$ cat src/rtl/jt6295_pkg.sv
// rtl/jt6295_pkg.sv - shared play-state encoding, widths and nibble order for the jt6295 fetch path
package jt6295_pkg;

    localparam int AW_DEF = 18;
    localparam bit HI_FIRST = 1'b1;

    typedef enum logic [1:0] {
        ST_IDLE  = 2'd0,
        ST_PRIME = 2'd1,
        ST_PLAY  = 2'd2
    } play_st_e;

    // second selects the later nibble of the byte in play order
    function automatic logic [3:0] pick_nibble(input logic [7:0] b, input logic second);
        return (second ^ ~HI_FIRST) ? b[3:0] : b[7:4];
    endfunction

endpackage

$ cat src/rtl/jt6295_nibble_fetch_if.sv
// rtl/jt6295_nibble_fetch_if.sv - control, ROM and decoder-side signals of the nibble fetcher
interface jt6295_nibble_fetch_if
    import jt6295_pkg::*;
#(
    parameter int AW = AW_DEF
);
    logic          cen;
    logic          start;
    logic          stop_req;
    logic [AW-1:0] start_addr;
    logic [AW-1:0] stop_addr;
    logic [AW-1:0] rom_addr;
    logic          rom_cs;
    logic [7:0]    rom_data;
    logic          rom_ok;
    logic [3:0]    nibble;
    logic          nibble_en;
    logic          busy;
    logic          done;
    logic          underrun;

    modport master (
        input  cen, start, stop_req, start_addr, stop_addr, rom_data, rom_ok,
        output rom_addr, rom_cs, nibble, nibble_en, busy, done, underrun
    );

    modport slave (
        output cen, start, stop_req, start_addr, stop_addr, rom_data, rom_ok,
        input  rom_addr, rom_cs, nibble, nibble_en, busy, done, underrun
    );
endinterface

$ cat src/rtl/jt6295_romreq.sv
// rtl/jt6295_romreq.sv - ROM request holder: keeps cs/addr stable and qualifies rom_ok
module jt6295_romreq
    import jt6295_pkg::*;
#(
    parameter int AW = AW_DEF
) (
    input  logic          clk,
    input  logic          rst,
    input  logic          issue_i,
    input  logic [AW-1:0] issue_addr_i,
    input  logic          flush_i,
    input  logic          rom_ok_i,
    input  logic [7:0]    rom_data_i,
    output logic          rom_cs_o,
    output logic [AW-1:0] rom_addr_o,
    output logic          idle_o,
    output logic          cap_o,
    output logic [7:0]    cap_data_o
);
    logic          cs_q, cs_d;
    logic [AW-1:0] addr_q, addr_d;
    logic          fresh_q, fresh_d;

    // the ROM may still report ok for the previous address in the first cycle
    assign cap_o      = cs_q & ~fresh_q & rom_ok_i & ~flush_i;
    assign cap_data_o = rom_data_i;
    assign rom_cs_o   = cs_q;
    assign rom_addr_o = addr_q;
    assign idle_o     = ~cs_q;

    always_comb begin
        cs_d    = cs_q;
        addr_d  = addr_q;
        fresh_d = 1'b0;
        if (flush_i) begin
            cs_d = 1'b0;
        end else if (issue_i) begin
            cs_d    = 1'b1;
            addr_d  = issue_addr_i;
            fresh_d = 1'b1;
        end else if (cap_o) begin
            cs_d = 1'b0;
        end
    end

    always_ff @(posedge clk or posedge rst) begin
        if (rst) begin
            cs_q    <= 1'b0;
            addr_q  <= '0;
            fresh_q <= 1'b0;
        end else begin
            cs_q    <= cs_d;
            addr_q  <= addr_d;
            fresh_q <= fresh_d;
        end
    end

endmodule

$ cat src/rtl/jt6295_nibble_fetch.sv
// rtl/jt6295_nibble_fetch.sv - single-channel ADPCM nibble fetcher feeding jt6295_adpcm
module jt6295_nibble_fetch
    import jt6295_pkg::*;
#(
    parameter int AW = AW_DEF
) (
    input  logic                  clk,
    input  logic                  rst,
    jt6295_nibble_fetch_if.master bus
);
    play_st_e      state_q, state_d;
    logic [AW-1:0] ptr_q, ptr_d;
    logic [AW-1:0] stop_q, stop_d;
    logic          more_q, more_d;
    logic [7:0]    cur_q, cur_d;
    logic          cur_v_q, cur_v_d;
    logic          cur_last_q, cur_last_d;
    logic          half_q, half_d;
    logic [7:0]    pref_q, pref_d;
    logic          pref_v_q, pref_v_d;
    logic          pref_last_q, pref_last_d;
    logic [3:0]    nib_q, nib_d;
    logic          nib_en_q, nib_en_d;
    logic          done_q, done_d;
    logic          underrun_q, underrun_d;

    logic          issue;
    logic [AW-1:0] issue_addr;
    logic          flush;
    logic          pop;
    logic          rq_idle;
    logic          cap;
    logic [7:0]    cap_data;
    logic          cap_last;

    jt6295_romreq #(.AW(AW)) u_romreq (
        .clk          (clk),
        .rst          (rst),
        .issue_i      (issue),
        .issue_addr_i (issue_addr),
        .flush_i      (flush),
        .rom_ok_i     (bus.rom_ok),
        .rom_data_i   (bus.rom_data),
        .rom_cs_o     (bus.rom_cs),
        .rom_addr_o   (bus.rom_addr),
        .idle_o       (rq_idle),
        .cap_o        (cap),
        .cap_data_o   (cap_data)
    );

    assign cap_last      = (ptr_q == stop_q);
    assign bus.nibble    = nib_q;
    assign bus.nibble_en = nib_en_q;
    assign bus.busy      = (state_q != ST_IDLE);
    assign bus.done      = done_q;
    assign bus.underrun  = underrun_q;

    always_comb begin
        state_d     = state_q;
        ptr_d       = ptr_q;
        stop_d      = stop_q;
        more_d      = more_q;
        cur_d       = cur_q;
        cur_v_d     = cur_v_q;
        cur_last_d  = cur_last_q;
        half_d      = half_q;
        pref_d      = pref_q;
        pref_v_d    = pref_v_q;
        pref_last_d = pref_last_q;
        nib_d       = nib_q;
        nib_en_d    = 1'b0;
        done_d      = 1'b0;
        underrun_d  = underrun_q;
        issue       = 1'b0;
        issue_addr  = ptr_q;
        flush       = 1'b0;
        pop         = 1'b0;

        if (bus.start) begin
            // a restart drops cs for a cycle; PRIME then reissues from the new pointer
            state_d    = ST_PRIME;
            ptr_d      = bus.start_addr;
            stop_d     = bus.stop_addr;
            more_d     = 1'b1;
            underrun_d = 1'b0;
            cur_v_d    = 1'b0;
            pref_v_d   = 1'b0;
            half_d     = 1'b0;
            if (state_q == ST_IDLE) begin
                issue      = 1'b1;
                issue_addr = bus.start_addr;
            end else begin
                flush = 1'b1;
            end
        end else if (bus.stop_req && state_q != ST_IDLE) begin
            state_d  = ST_IDLE;
            flush    = 1'b1;
            done_d   = 1'b1;
            more_d   = 1'b0;
            cur_v_d  = 1'b0;
            pref_v_d = 1'b0;
            half_d   = 1'b0;
        end else if (state_q != ST_IDLE) begin
            if (state_q == ST_PLAY && bus.cen) begin
                if (cur_v_q) begin
                    nib_en_d = 1'b1;
                    nib_d    = pick_nibble(cur_q, half_q);
                    if (half_q) pop = 1'b1;
                    else        half_d = 1'b1;
                end else begin
                    nib_d      = 4'd0;
                    underrun_d = 1'b1;
                end
            end

            if (pop) begin
                half_d      = 1'b0;
                cur_d       = pref_q;
                cur_v_d     = pref_v_q;
                cur_last_d  = pref_last_q;
                pref_v_d    = 1'b0;
                if (cur_last_q) begin
                    state_d = ST_IDLE;
                    done_d  = 1'b1;
                    more_d  = 1'b0;
                    flush   = 1'b1;
                    cur_v_d = 1'b0;
                end
            end

            // a byte captured now is only visible to cen from the next cycle on
            if (cap) begin
                if (cap_last) more_d = 1'b0;
                else          ptr_d  = ptr_q + AW'(1);
                if (!cur_v_d) begin
                    cur_d      = cap_data;
                    cur_v_d    = 1'b1;
                    cur_last_d = cap_last;
                end else begin
                    pref_d      = cap_data;
                    pref_v_d    = 1'b1;
                    pref_last_d = cap_last;
                end
                if (state_q == ST_PRIME) state_d = ST_PLAY;
            end

            if (more_q && rq_idle && !pref_v_q) begin
                issue      = 1'b1;
                issue_addr = ptr_q;
            end
        end
    end

    always_ff @(posedge clk or posedge rst) begin
        if (rst) begin
            state_q     <= ST_IDLE;
            ptr_q       <= '0;
            stop_q      <= '0;
            more_q      <= 1'b0;
            cur_q       <= 8'd0;
            cur_v_q     <= 1'b0;
            cur_last_q  <= 1'b0;
            half_q      <= 1'b0;
            pref_q      <= 8'd0;
            pref_v_q    <= 1'b0;
            pref_last_q <= 1'b0;
            nib_q       <= 4'd0;
            nib_en_q    <= 1'b0;
            done_q      <= 1'b0;
            underrun_q  <= 1'b0;
        end else begin
            state_q     <= state_d;
            ptr_q       <= ptr_d;
            stop_q      <= stop_d;
            more_q      <= more_d;
            cur_q       <= cur_d;
            cur_v_q     <= cur_v_d;
            cur_last_q  <= cur_last_d;
            half_q      <= half_d;
            pref_q      <= pref_d;
            pref_v_q    <= pref_v_d;
            pref_last_q <= pref_last_d;
            nib_q       <= nib_d;
            nib_en_q    <= nib_en_d;
            done_q      <= done_d;
            underrun_q  <= underrun_d;
        end
    end

endmodule

$ cat src/flat_wrapper.sv
// flat-port wrapper written by rule: the top's interface ports become plain ports
module jt6295_nibble_fetch_flat import jt6295_pkg::*;
#(
    parameter int AW = AW_DEF
)
  (clk, rst, bus_cen, bus_start, bus_stop_req, bus_start_addr, bus_stop_addr, bus_rom_data, bus_rom_ok, bus_rom_addr, bus_rom_cs, bus_nibble, bus_nibble_en, bus_busy, bus_done, bus_underrun);
  jt6295_nibble_fetch_if #(.AW(AW)) bus_i ();
  input  logic clk;
  input  logic rst;
  input wire logic [$bits(bus_i.cen)-1:0] bus_cen;
  input wire logic [$bits(bus_i.start)-1:0] bus_start;
  input wire logic [$bits(bus_i.stop_req)-1:0] bus_stop_req;
  input wire logic [$bits(bus_i.start_addr)-1:0] bus_start_addr;
  input wire logic [$bits(bus_i.stop_addr)-1:0] bus_stop_addr;
  input wire logic [$bits(bus_i.rom_data)-1:0] bus_rom_data;
  input wire logic [$bits(bus_i.rom_ok)-1:0] bus_rom_ok;
  output wire logic [$bits(bus_i.rom_addr)-1:0] bus_rom_addr;
  output wire logic [$bits(bus_i.rom_cs)-1:0] bus_rom_cs;
  output wire logic [$bits(bus_i.nibble)-1:0] bus_nibble;
  output wire logic [$bits(bus_i.nibble_en)-1:0] bus_nibble_en;
  output wire logic [$bits(bus_i.busy)-1:0] bus_busy;
  output wire logic [$bits(bus_i.done)-1:0] bus_done;
  output wire logic [$bits(bus_i.underrun)-1:0] bus_underrun;
  assign bus_i.cen = bus_cen;
  assign bus_i.start = bus_start;
  assign bus_i.stop_req = bus_stop_req;
  assign bus_i.start_addr = bus_start_addr;
  assign bus_i.stop_addr = bus_stop_addr;
  assign bus_i.rom_data = bus_rom_data;
  assign bus_i.rom_ok = bus_rom_ok;
  assign bus_rom_addr = bus_i.rom_addr;
  assign bus_rom_cs = bus_i.rom_cs;
  assign bus_nibble = bus_i.nibble;
  assign bus_nibble_en = bus_i.nibble_en;
  assign bus_busy = bus_i.busy;
  assign bus_done = bus_i.done;
  assign bus_underrun = bus_i.underrun;
  jt6295_nibble_fetch #(.AW(AW)) u_core (.clk(clk), .rst(rst), .bus(bus_i));
endmodule
$ cat config.mk
export PLATFORM = sky130hd
export DESIGN_NAME = jt6295_nibble_fetch_flat
export DESIGN_NICKNAME = d
export VERILOG_FILES = /design/src/rtl/jt6295_pkg.sv /design/src/rtl/jt6295_nibble_fetch_if.sv /design/src/rtl/jt6295_romreq.sv /design/src/rtl/jt6295_nibble_fetch.sv /design/src/flat_wrapper.sv
export SDC_FILE = /design/constraint.sdc
export NUM_CORES = 1
export LEC_CHECK = 0
export CORE_AREA = 3 3 115 117
export DETAILED_ROUTE_END_ITERATION = 16
export DIE_AREA = 0 0 118 120
export PLACE_DENSITY_LB_ADDON = 0.1
export SETUP_SLACK_MARGIN = 0.4
export SKIP_LAST_GASP = 1
export SYNTH_ARGS = -nofsm -noshare
export SYNTH_HDL_FRONTEND = slang
export SYNTH_SLANG_ARGS = --single-unit
$ cat constraint.sdc
create_clock -name clk -period 3.2 [get_ports clk]
set_input_delay 0.96 -clock clk [delete_from_list [all_inputs] [get_ports clk]]
set_output_delay 0.96 -clock clk [all_outputs]
set_load 0.02 [all_outputs]
==> summary by stage <==
Setup path
STA classifies the critical path startpoint as an input port. The largest single stage delay on the critical path is 0.52 ns. The data arrival time of the critical path is 3.02 ns.

The kind of end point of the critical path is a register. The critical path buffer and inverter count is 2. The largest fanout on the critical path is 27. On the critical path, the stage with the largest delay is an instance of or4_1. The critical path goes through clkdlybuf4s50_1 > and4b_4 > and3_4 > nor3b_4 > o21ai_2 > buf_12 > or4_1 > a31oi_1. The class of the most critical setup path is input port to register. The dominant delay contributor by cell family on the critical path is simple AND/OR/NAND/NOR gates. For the worst setup path, the data required time is 3.46 ns.

Synth
The post-synthesis average cell area is 11.0 µm². The number of synthesized flops with an enable pin is 0. The main flop type after synthesis is dfrtp_1. Sequential elements use 50.6% of the synthesized area. The proportion of synthesized flip-flops having asynchronous set or reset is 100%.

Synthesis inferred 87 register bits. The number of synthesis warnings is 0. The net count of the mapped netlist is 444. After synthesis the cells add up to 4310 µm². In this run, distinct cell masters in the synthesized netlist total 50. Synthesis produced a netlist whose cell count is 393.

Status
The flow ran to the end, and the final reports show no timing, DRC or antenna violations.

Placed design
The weighted congestion reported at the end of routability-driven placement is 0.807. The final HPWL from detailed placement is 7630 µm. In this run the tool buffered the top-level ports with 76 buffer cells. The worst setup timing slack at the placement stage is 0.0376 ns.

CTS
The register clock-pin slew on the reported worst setup and hold paths is 0.06 ns. CTS saw 87 sinks. In this run, post-CTS hold repair placed 0 buffers. The cell at the root of the clock tree is clkbuf_16.

The worst-case clock buffer depth is 2. TritonCTS built the clock tree. The number of buffers created by CTS is 9. The H-tree was split into 3 levels. The clock latency of the later-clocked register in the worst-skew pair is 0.34 ns.

Drt
The first routing iteration left 106 violations. In the final routed layout, each cell accounts on average for 15.8 µm. The count of TritonRoute iterations in the first routing pass is 4.

Dividing the detail-routed via count by the number of cells gives 4.89. Once detail routing completed, the nets flagged for antenna violations numbered 0. The detailed router placed 3210 vias in this run. After detailed routing, the total wire length is 10300 µm. The residual DRC count is 0.

Global route
The pin count of the biggest net entering global routing is 40. The number of antenna violations at the first check in global routing is 0. The wire length of the first global-routing pass is 17200 µm. The via count of the first global-routing pass is 3363. Global routing consumed, over all layers together, 15.4% of the routing resources. The remaining global-route overflow is 0.

Floorplan
After floorplanning, the core was sized to cover 12500 µm². Once the floorplan was initialized, standard cells occupied 34.5% of the core. During I/O placement, the number of pins put on the boundary was 77. The site row count is 41. The floorplan step defined a die boundary enclosing 14200 µm².

The horizontal die dimension is 118 µm. The die is 120 µm tall.

Timing
Measured against its own limit, the worst slew margin works out to 40.7%. The setup violation total in the final timing report is 0. Based on the critical path, the design can be clocked at up to 0.362 GHz. The smallest clock period supported by the final layout is computed as 2.76 ns. Setup repair after global routing could not meet its margin everywhere. The number of endpoints with negative hold slack in the final report came to 0. The clock skew after layout is 0.00637 ns.

The share of the cycle needed by the critical path after routing is 86.3%. The actual slew at the worst max-slew pin is 0.878 ns. In the final timing run, aggregate negative setup slack is 0 ns.

The number of max-slew violations in the final report came to 0. Across all setup checks in the final design, the least slack found is 0.440 ns.

Final layout
The area added between synthesis and finish is 31.3%. The antenna cell count is 0. The count of nets after finishing is 530. The share of final-layout standard cells stronger than drive strength 1 is 17.6%.

Power and ir drop
The maximum VDD drop is 239 µV. In this run the static leakage power is 2.42 nW. Power spread over the standard cell area amounts to 533 nW/µm².

Worst hold path
The path class of the tightest hold or removal check is register to register.

Job
Max-cap violations in this run came to 0.
-- where the power goes --
group / switching [mW] / internal [mW] / leakage (nW)
logic: 0.310 / 0.345 / 1.24
clock network: 0.420 / 0.566 / 0.136
registers: 0.116 / 1.25 / 1.05
-- per-layer routing --
| metal | vias to the layer above | global-route usage, % | wire length [µm] |
|---|---|---|---|
| li1 | 1596 | - | - |
| met1 | 1536 | 19.4 | 4750 |
| met2 | 62 | 25.8 | 5020 |
| met3 | 16 | 2.97 | 322 |
| met4 | 0 | 7.11 | 248 |
| met5 | - | 0 | 0 |
-- timing repair --
item                                    CTS  global route
pin swaps                                 1             2
endpoints found under the setup margin    1             8
buffers inserted                          1             0
gates resized for setup                   0             3
-- cells in the mapped netlist (2+ instances only) --
master / n / area share, %
mux2_2: 34 / 8.9
buf_6: 2 / 0.52
a221o_1: 10 / 2.3
nor4_1: 8 / 1.2
a21o_1: 5 / 0.87
or4_1: 2 / 0.35
nor3b_1: 5 / 0.87
o31ai_1: 3 / 0.52
o21a_1: 2 / 0.35
a311o_1: 2 / 0.46
nor2_1: 30 / 2.6
a22oi_1: 9 / 1.6
buf_1: 2 / 0.17
inv_1: 9 / 0.78
a21oi_1: 21 / 2.4
xnor2_1: 2 / 0.41
and2_1: 5 / 0.73
and3_1: 6 / 0.87
o21ai_0: 10 / 1.2
a31oi_1: 3 / 0.44
xor2_1: 18 / 3.7
nor3_1: 7 / 0.81
nand3_1: 15 / 1.7
clkbuf_1: 9 / 0.78
nand2_1: 31 / 2.7
mux2_4: 4 / 1.4
buf_2: 7 / 0.81
dfrtp_1: 87 / 51
mux2i_1: 24 / 5.6
-- cell type report --
class | count | area [µm²]
clock buffers | 13 | 260
flip-flops and latches | 87 | 2180
fillers | 1217 | 6810
well taps | 172 | 215
inverters | 11 | 45.0
repair buffers | 96 | 943
clock inverters | 3 | 17.5
multi-input cells | 274 | 1990
-- final timing paths --
| check | startpoint | slack (ns) | depth (start not counted) | to |
|---|---|---|---|---|
| hold reg to reg | u_core.cur_q[5] | 0.46 | 2 | u_core.cur_q[5] |
| max in group asynchronous | rst | 1.63 | 3 | u_core.u_romreq.rom_addr_o[9] |
| setup reg to reg | u_core.ptr_q[12] | 0.67 | 7 | u_core.ptr_q[15] |
| hold / removal | u_core.cur_q[5] | 0.46 | 2 | u_core.cur_q[5] |
| setup / recovery | bus_cen | 0.44 | 8 | u_core.ptr_q[16] |
| min in group asynchronous | rst | 0.99 | 2 | u_core.u_romreq.rom_addr_o[6] |
-- state kept, by name, indices dropped and copies added (netlist names) --
signal / cells
u_core.ptr_q: 18
u_core.stop_q: 18
u_core.u_romreq.rom_addr_o: 18
u_core.cur_q: 8
u_core.pref_q: 8
u_core.bus.nibble: 4
u_core.state_q: 2
u_core.bus.done: 1
u_core.bus.nibble_en: 1
u_core.bus.underrun: 1
u_core.cur_last_q: 1
u_core.cur_v_q: 1
u_core.half_q: 1
u_core.more_q: 1
u_core.pref_last_q: 1
u_core.pref_v_q: 1
u_core.u_romreq.fresh_q: 1
u_core.u_romreq.rom_cs_o: 1
-- cells in the final DEF (no fill, tap or decap), types with 2 or more instances in the layout --
cell,instances
and2_1,5
dfrtp_1,87
a22oi_1,9
a311o_1,2
clkbuf_8,2
or4_1,2
a21o_1,5
xor2_1,18
nor2_1,29
a21oi_1,21
clkdlybuf4s50_1,75
o21a_1,2
nand2_1,31
buf_4,17
o21ai_0,10
xnor2_1,2
nor4_1,8
o31ai_1,3
mux2_2,34
mux2i_1,24
nor3b_1,5
nor3_1,7
inv_1,8
clkbuf_1,2
nand3_1,15
clkbuf_16,9
clkinvlp_4,2
clkinv_2,2
a221o_1,10
mux2_4,4
a31oi_1,3
and3_1,6
nor2_2,2
buf_12,3
-- per-stage QoR --
step	util (%)	hold slack, ns	area, µm²	total power [mW]	std cells
final	45.3	0.464	5650	3.01	656
after global routing	45.3	0.482	5650	3.18	656
after CTS	45.2	0.468	5640	3.06	656
after detailed placement	42.9	0.451	5350	2.06	639
after global placement	42.9	0.446	5350	2.05	639
after floorplan	-	0.433	4310	1.73	393
-- tightest hold or removal path: stages, from the launching register on --
cell and delay, ns:
dfrtp_1 0.34, nand2_1 0.05, nand2_1 0.05
-- logic make-up (layout without fill, tap and decap cells) --
| logic type | after synthesis | after routing | share of synthesized area, % |
|---|---|---|---|
| compound gates | 73 | 73 | 11.7 |
| xor+xnor | 20 | 20 | 4.07 |
| fa+ha+maj | 1 | 1 | 0.291 |
| buf+inv | 32 | 123 | 3.43 |
| flops | 87 | 87 | 50.6 |
| mux | 62 | 62 | 15.9 |
| simple gates | 118 | 118 | 14.0 |
Power figures use the tool's default switching activity.
